--- src/rtl/spi_cs_ctrl.sv ---
// spi_cs_ctrl: SPI chip-select sequencer with per-slave polarity and programmable setup/hold/idle delays.
// Optional macro SPI_CS_KEEP_EN adds input i_keep and a KEEP state that holds CS across transfers.
module spi_cs_ctrl #(
    parameter int                NUM_SS = 4,
    parameter int                SS_W   = (NUM_SS > 1) ? $clog2(NUM_SS) : 1,
    parameter int                DLY_W  = 8,
    parameter logic [NUM_SS-1:0] CS_POL = {NUM_SS{1'b0}}
) (
    input  logic              i_clk,
    input  logic              i_rst,
    input  logic              i_start,
    input  logic [SS_W-1:0]   i_ss,
    input  logic [DLY_W-1:0]  i_setup_dly,
    input  logic [DLY_W-1:0]  i_hold_dly,
    input  logic [DLY_W-1:0]  i_idle_dly,
    input  logic              i_done,
`ifdef SPI_CS_KEEP_EN
    input  logic              i_keep,
`endif
    output logic [NUM_SS-1:0] o_ss,
    output logic              o_sck_en,
    output logic              o_ready,
    output logic              o_busy,
    output logic              o_err,
    output logic [2:0]        o_state
);

    typedef enum logic [2:0] {
        S_IDLE, S_SETUP, S_ACTIVE, S_HOLD, S_GAP
`ifdef SPI_CS_KEEP_EN
        , S_KEEP
`endif
    } state_t;

    // Handshake: i_start is a request taken only while idle (or kept); the block never stalls it,
    // it either accepts (o_ready drops next cycle) or rejects with a one-cycle o_err pulse.
    state_t             state, state_nxt;
    logic [DLY_W-1:0]   cnt, cnt_nxt;
    logic [SS_W-1:0]    ss_r, ss_nxt;
    logic [DLY_W-1:0]   hold_r, hold_nxt, idle_r, idle_nxt;
    logic               err_nxt;
    logic               ss_ok;
    logic               cs_on, rdy;
    logic [NUM_SS-1:0]  ss_dec;
`ifdef SPI_CS_KEEP_EN
    logic               pend, pend_nxt;
    logic [SS_W-1:0]    pend_ss, pend_ss_nxt;
    logic [DLY_W-1:0]   pend_setup, pend_setup_nxt, pend_hold, pend_hold_nxt, pend_idle, pend_idle_nxt;
`endif

    assign ss_ok   = (32'(i_ss) < NUM_SS);
    assign o_state = state;

    always_comb begin
        state_nxt = state;
        cnt_nxt   = cnt;
        ss_nxt    = ss_r;
        hold_nxt  = hold_r;
        idle_nxt  = idle_r;
        err_nxt   = 1'b0;
`ifdef SPI_CS_KEEP_EN
        pend_nxt       = pend;
        pend_ss_nxt    = pend_ss;
        pend_setup_nxt = pend_setup;
        pend_hold_nxt  = pend_hold;
        pend_idle_nxt  = pend_idle;
`endif
        case (state)
            S_IDLE: begin
                if (i_start) begin
                    if (ss_ok) begin
                        state_nxt = S_SETUP;
                        ss_nxt    = i_ss;
                        hold_nxt  = i_hold_dly;
                        idle_nxt  = i_idle_dly;
                        cnt_nxt   = i_setup_dly;
                    end else begin
                        err_nxt = 1'b1;
                    end
                end
            end
            S_SETUP: begin
                if (cnt == '0) state_nxt = S_ACTIVE;
                else           cnt_nxt   = cnt - DLY_W'(1);
            end
            S_ACTIVE: begin
                if (i_done) begin
                    state_nxt = S_HOLD;
                    cnt_nxt   = hold_r;
`ifdef SPI_CS_KEEP_EN
                    if (i_keep) state_nxt = S_KEEP;
`endif
                end
            end
            S_HOLD: begin
                if (cnt == '0) begin
                    state_nxt = S_GAP;
                    cnt_nxt   = idle_r;
                end else begin
                    cnt_nxt = cnt - DLY_W'(1);
                end
            end
            S_GAP: begin
                if (cnt == '0) begin
                    state_nxt = S_IDLE;
`ifdef SPI_CS_KEEP_EN
                    // A slave switch requested from KEEP resumes here with its own setup.
                    if (pend) begin
                        state_nxt = S_SETUP;
                        ss_nxt    = pend_ss;
                        hold_nxt  = pend_hold;
                        idle_nxt  = pend_idle;
                        cnt_nxt   = pend_setup;
                        pend_nxt  = 1'b0;
                    end
`endif
                end else begin
                    cnt_nxt = cnt - DLY_W'(1);
                end
            end
`ifdef SPI_CS_KEEP_EN
            S_KEEP: begin
                if (i_start) begin
                    if (!ss_ok) begin
                        err_nxt = 1'b1;
                    end else if (i_ss == ss_r) begin
                        state_nxt = S_ACTIVE;
                        hold_nxt  = i_hold_dly;
                        idle_nxt  = i_idle_dly;
                    end else begin
                        state_nxt      = S_HOLD;
                        cnt_nxt        = hold_r;
                        pend_nxt       = 1'b1;
                        pend_ss_nxt    = i_ss;
                        pend_setup_nxt = i_setup_dly;
                        pend_hold_nxt  = i_hold_dly;
                        pend_idle_nxt  = i_idle_dly;
                    end
                end
            end
`endif
            default: state_nxt = S_IDLE;
        endcase
    end

    always_comb begin
        cs_on = (state == S_SETUP) || (state == S_ACTIVE) || (state == S_HOLD);
        rdy   = (state == S_IDLE);
`ifdef SPI_CS_KEEP_EN
        if (state == S_KEEP) begin
            cs_on = 1'b1;
            rdy   = 1'b1;
        end
`endif
        for (int k = 0; k < NUM_SS; k++) begin
            ss_dec[k] = (cs_on && (ss_r == SS_W'(k))) ? CS_POL[k] : ~CS_POL[k];
        end
    end

    // Outputs are registered from the current state, so they trail the state register by one cycle.
    always_ff @(posedge i_clk) begin
        if (i_rst) begin
            state    <= S_IDLE;
            cnt      <= '0;
            ss_r     <= '0;
            hold_r   <= '0;
            idle_r   <= '0;
            o_ss     <= ~CS_POL;
            o_sck_en <= 1'b0;
            o_ready  <= 1'b1;
            o_busy   <= 1'b0;
            o_err    <= 1'b0;
`ifdef SPI_CS_KEEP_EN
            pend       <= 1'b0;
            pend_ss    <= '0;
            pend_setup <= '0;
            pend_hold  <= '0;
            pend_idle  <= '0;
`endif
        end else begin
            state    <= state_nxt;
            cnt      <= cnt_nxt;
            ss_r     <= ss_nxt;
            hold_r   <= hold_nxt;
            idle_r   <= idle_nxt;
            o_ss     <= ss_dec;
            o_sck_en <= (state == S_ACTIVE);
            o_ready  <= rdy;
            o_busy   <= ~rdy;
            o_err    <= err_nxt;
`ifdef SPI_CS_KEEP_EN
            pend       <= pend_nxt;
            pend_ss    <= pend_ss_nxt;
            pend_setup <= pend_setup_nxt;
            pend_hold  <= pend_hold_nxt;
            pend_idle  <= pend_idle_nxt;
`endif
        end
    end

endmodule

--- config.mk ---
export PLATFORM = sky130hd
export DESIGN_NAME = spi_cs_ctrl
export DESIGN_NICKNAME = d
export VERILOG_FILES = /design/src/rtl/spi_cs_ctrl.sv
export SDC_FILE = /design/constraint.sdc
export NUM_CORES = 1
export LEC_CHECK = 0
export ABC_AREA = 1
export CORE_MARGIN = 2
export CORE_UTILIZATION = 50
export DETAILED_ROUTE_END_ITERATION = 10
export GPL_TIMING_DRIVEN = 0
export PLACE_DENSITY = 0.82
export SYNTH_ARGS = -nofsm -noshare
export SYNTH_HDL_FRONTEND = slang
export SYNTH_SLANG_ARGS = --single-unit
--- constraint.sdc ---
create_clock -name i_clk -period 2.25 [get_ports i_clk]
set_clock_uncertainty 0.2 [all_clocks]
set_input_delay 0.45 -clock i_clk [delete_from_list [all_inputs] [get_ports i_clk]]
set_output_delay 0.45 -clock i_clk [all_outputs]
set_load 0.05 [all_outputs]
[Yosys cells after proc, flatten, opt, wreduce, memory -nomap -nowiden]
Cells that the tools add are included.
Operators by class
  add/sub/neg operators: 1
  reductions and logical operators: 14
  equal/unequal tests: 13
  bitwise operators: 1
  mux-type cells: 15
Operator list (count)
  $mux 8: 4
  $pmux 8 s4: 1
  $mux 3: 5
  $pmux 3 s5: 1
  $ne 2x2->1 const B: 6
  $logic_not 8->1: 1
  $sub 8x1->8 const B: 1
  $eq 3x2->1 const B: 2
  $reduce_and 5->1: 1
  $eq 2x2->1 const B: 2
  $logic_and 1x1->1: 4
  $mux 1: 4
  $reduce_and 4->1: 1
  $reduce_bool 4->1: 1
  $eq 3x1->1 const B: 1
  $eq 3x3->1 const B: 1
  $logic_not 3->1: 1
  $eq 2x1->1 const B: 1
  $logic_not 2->1: 1
  $logic_or 1x1->1: 2
  $reduce_and 2->1: 1
  $reduce_or 2->1: 1
  $not 1->1: 1
Storage, ports and cells
  logic and storage cells: 53
  register bits after elaboration: 36
  bits of input ports: 30

[Longest topological paths before layout]
  depth in word-level cells: 5
  gate-level depth with buffers: 11

[Least setup slack after synthesis]
Ideal clock, no wire load.
  path type: register to register
  start point: register state[0], in the netlist o_state[0]
  end point: register cnt[3]
  buffers on the path: 2
  arrival time: 1753 ps
  cell stages (with the launch flop): 11
  period minus slack after synthesis: 2023 ps
  library setup time: 70 ps
  path slack: 227 ps
  path through: dfxtp_1 > buf_2 > nor2_2 > nand2_1 > nand2_4 > nand2_2 > nand3_4 > buf_6 > nor2_1 > nand2_1 > a21oi_1
On the way
  cells in the longest elaborated chain, start to end: 4
  elaborated cells between the ends (all ways): 12
  classes of those cells: 7 x eq/ne; 1 x mux; 4 x reduce/logical
Ends and longest elaborated chain
  start: declaration: RTL line 37  | state_t state, state_nxt;
  start signal: assignment: RTL line 181  | state <= state_nxt;
  $eq 3x1->1 or $eq 3x3->1 (tied branches): RTL line 68  | case (state)
  $reduce_or 2->1 (no source line)
  $ne 2x2->1 (no source line) or $reduce_bool 4->1 (tied branches)
  $reduce_and 4->1 (no source line)
  end signal: assignment: RTL line 182  | cnt <= cnt_nxt;
  end: declaration: RTL line 38  | logic [DLY_W-1:0] cnt, cnt_nxt;
Several ways; a longest one is shown, not always the timed one.
A chain may end at the register's enable or synchronous reset.

[Worst setup path in the final report]
  start point: register state[0], in the netlist o_state[0]
  end point: output port o_state[0]
RTL lines
  end: declaration: RTL line 25  | output logic [2:0] o_state
No word-level cell between the ends.

==> metrics.yaml <==
route:
  vias_per_cell: 4.925
  drtIter0Drc: 88
  drtAntennaViolNets: 0
  drc: 0
  wirelength_um: 4161
  vias: 1832
  wl_per_cell_um: 11.19
  first_pass_iters: 4
logic_synthesis:
  ys_seq_area_share_pct: 38.71
  ys_warn_count: 0
  synth.area.top_cells: "dfxtp_1 (39%), nand2_1 (13%), a21oi_1 (9.1%)"
  syn_nets: 310
  netlist_instances: 278
  syn_area_mm2: 0.001862
  ys_types: 28
  synth_top_area_share_pct: 38.71
  synth_top_area_cell: "dfxtp_1"
  syn_area_per_cell_um2: 6.697
  synth-seq-cells: 36
clock_network:
  cts_setup_buffers: 0
  clk_latency_ns: 0.30
  cts_buffer_depth: 2
  cts_resized: 2
  h-tree-depth: 2
  clockRootBuffer: "clkbuf_8"
  hold_buffers: 0
  cts_buffers: 5
  clk_pin_slew_ns: 0.07
  cts_sinks: 36
  cts_tree: "built"
power:
  leakage_nw: 1.062
  intPower_mw: 2.057
  power_switching_mw: 1.903
  p_comb_share_pct: 59.0
  seqPwrFrac_pct: 25.1
  power.share.switching_pct: 48.06
  max-vdd-ir-drop_v: 0.0008258
  clockPowerShare_pct: 15.8
  power_mw: 3.961
  power_per_cell_area_mw_per_mm2: 1633
cells_and_area:
  layout.nets: 355
  layout_common_cells: "nand2_1 (62), dfxtp_1 (36), clkdlybuf4s50_1 (36), inv_1 (34), a21oi_1 (34)"
  mostFrequentLayoutCell: "nand2_1"
  antenna_cells: 0
  drive_gt1_share_pct: 7.716
  fillerInstances: 344
  stdcell_area_mm2: 0.002426
  final_cell_count_no_fill: 372
  area_delta_synth_final_pct: 30.31
placed_design:
  dp_worst_setup_slack_ns: 0.1176
  io_buffers: 38
  gp_congestion: 0.9172
  hpwl_um: 3137
  dpl-instance-area_mm2: 0.002302
  place_inst: 364
min_path:
  hold_start: "ss_r[0]$_SDFFE_PP0P_"
  worstHoldPathType: "flop to flop"
floorplanning:
  ios: 41
  die_h_um: 65.02
  chipWidth_um: 65.02
  rows: 22
  initial_core_util_pct: 51.24
  dieArea_mm2: 0.004228
  core_area_mm2: 0.003633
worst_setup_path:
  cpMaxStageDelayCell: "clkdlybuf4s50_1"
  crit_path_start: "o_state[0]$_SDFFE_PP0P_"
  endpoint_kind: "primary output"
  cp_max_fo: 2
  crit_required_ns: 1.60
  crit_buf_inv: 1
  cp-start-kind: "flop"
  cp_top_family: "buffers and inverters"
  cp_slowest_stage_delay_ns: 0.80
  crit_path_cell_trace: "clkdlybuf4s50_1"
  arrival_ns: 1.42
  timing.rr.start: "cnt[0]$_SDFFE_PP0P_"
  critical_path_class: "flop to primary output"
run_status:
  outcome: "completed"
timing:
  rsz0062_at_grt: "false"
  min_period_ns: 2.068
  hold_viol: 0
  fin_tns_setup_ns: 0
  fmax_mhz: 483.6
  relSlewSlack_pct: 66.37
  post-route-period-util_pct: 91.91
  worst_pin_slew_ns: 0.5028
  setup_violations: 0
  finalMaxSlewViolations: 0
  layout_setup_ws_ns: 0.1821
global_routing:
  gr-total-overflow: 0
  grt_pass1_vias: 1598
  grt_pass1_wl_um: 7031
  antenna_found_initial: 0
  grt_max_degree: 12
  grt_util_all_layers_pct: 21.62
run:
  cap_violations: 0
-- per-layer routing --
| metal | routed length (um) | part of all wire, % | up-vias | global-route usage [%] |
|---|---|---|---|---|
| li1 | - | - | 974 | - |
| met1 | 1936 | 47 | 797 | 27.46 |
| met2 | 1893 | 45 | 53 | 33.38 |
| met3 | 244 | 5.9 | 8 | 6.076 |
| met4 | 86 | 2.1 | 0 | 11.20 |
| met5 | 0 | 0 | - | 0 |
-- registers in the layout, indices dropped and copies added (netlist names) --
signal / cells
o_busy: 1
hold_r: 8
o_ss: 4
idle_r: 8
o_sck_en: 1
cnt: 8
o_ready: 1
o_state: 3
ss_r: 2
-- cell type report --
type / count / area (um2) / area share (%)
clock buffer: 7 / 96.34 / 3.971
tap: 48 / 60.06 / 2.475
clock inverter: 1 / 30.03 / 1.238
multi-input combinational: 195 / 948.4 / 39.09
timing repair buffer: 38 / 377.9 / 15.58
inverter: 37 / 138.9 / 5.725
sequential: 36 / 720.7 / 29.71
buffer: 10 / 53.80 / 2.218
-- worst paths after layout --
kind,slack (ns),to,depth (start not counted)
min reg2reg,0.24,o_ss[3]$_SDFF_PP1_,1
max,0.18,o_state[0],1
min,0.24,o_ss[3]$_SDFF_PP1_,1
max reg2reg,0.35,o_state[2]$_SDFFE_PP0P_,9
-- metrics by stage --
stage	hold WS [ns]	util (%)
after global placement	0.2127	63.36
after CTS	0.2359	66.77
final	0.2400	66.77
after floorplan	0.1943	-
after global routing	0.2656	66.77
after detailed placement	0.2196	63.36
-- power groups by stage --
stage	clock network, mW	logic (mW)	registers, mW
2_1_floorplan	0	1.68	1.14
3_3_place_gp	0	2.30	1.00
3_5_place_dp	0	2.34	1.01
4_1_cts	0.633	2.34	0.992
5_1_grt	0.658	2.64	1.02
6_report	0.626	2.34	0.996
-- cell families after synthesis --
kind of cell | share of synthesized area (%)
xor+xnor | 1.412
flops | 38.71
compound gates | 17.27
simple gates | 30.71
other cells | 0.2014
fa+ha+maj | 1.344
buf+inv | 10.35
-- cells in the mapped netlist --
master    count
buf_2         1
xor2_1        2
nor2_1       31
nor2_2        1
nand2_1      62
inv_1        34
a22oi_1       2
o21ai_2       1
nand4_1       2
nor2_4        1
nand3_1      23
nand2_2       2
conb_1        1
a21oi_1      34
buf_4         2
o21a_1        1
o21ai_0      21
xnor2_1       1
buf_6         1
o21ai_1       3
nand3_4       1
nand3_2       2
inv_2         3
dfxtp_1      36
nand2_4       1
nor3_4        1
clkbuf_1      6
ha_1          2
Note: power is estimated with default switching activity, not from simulation.
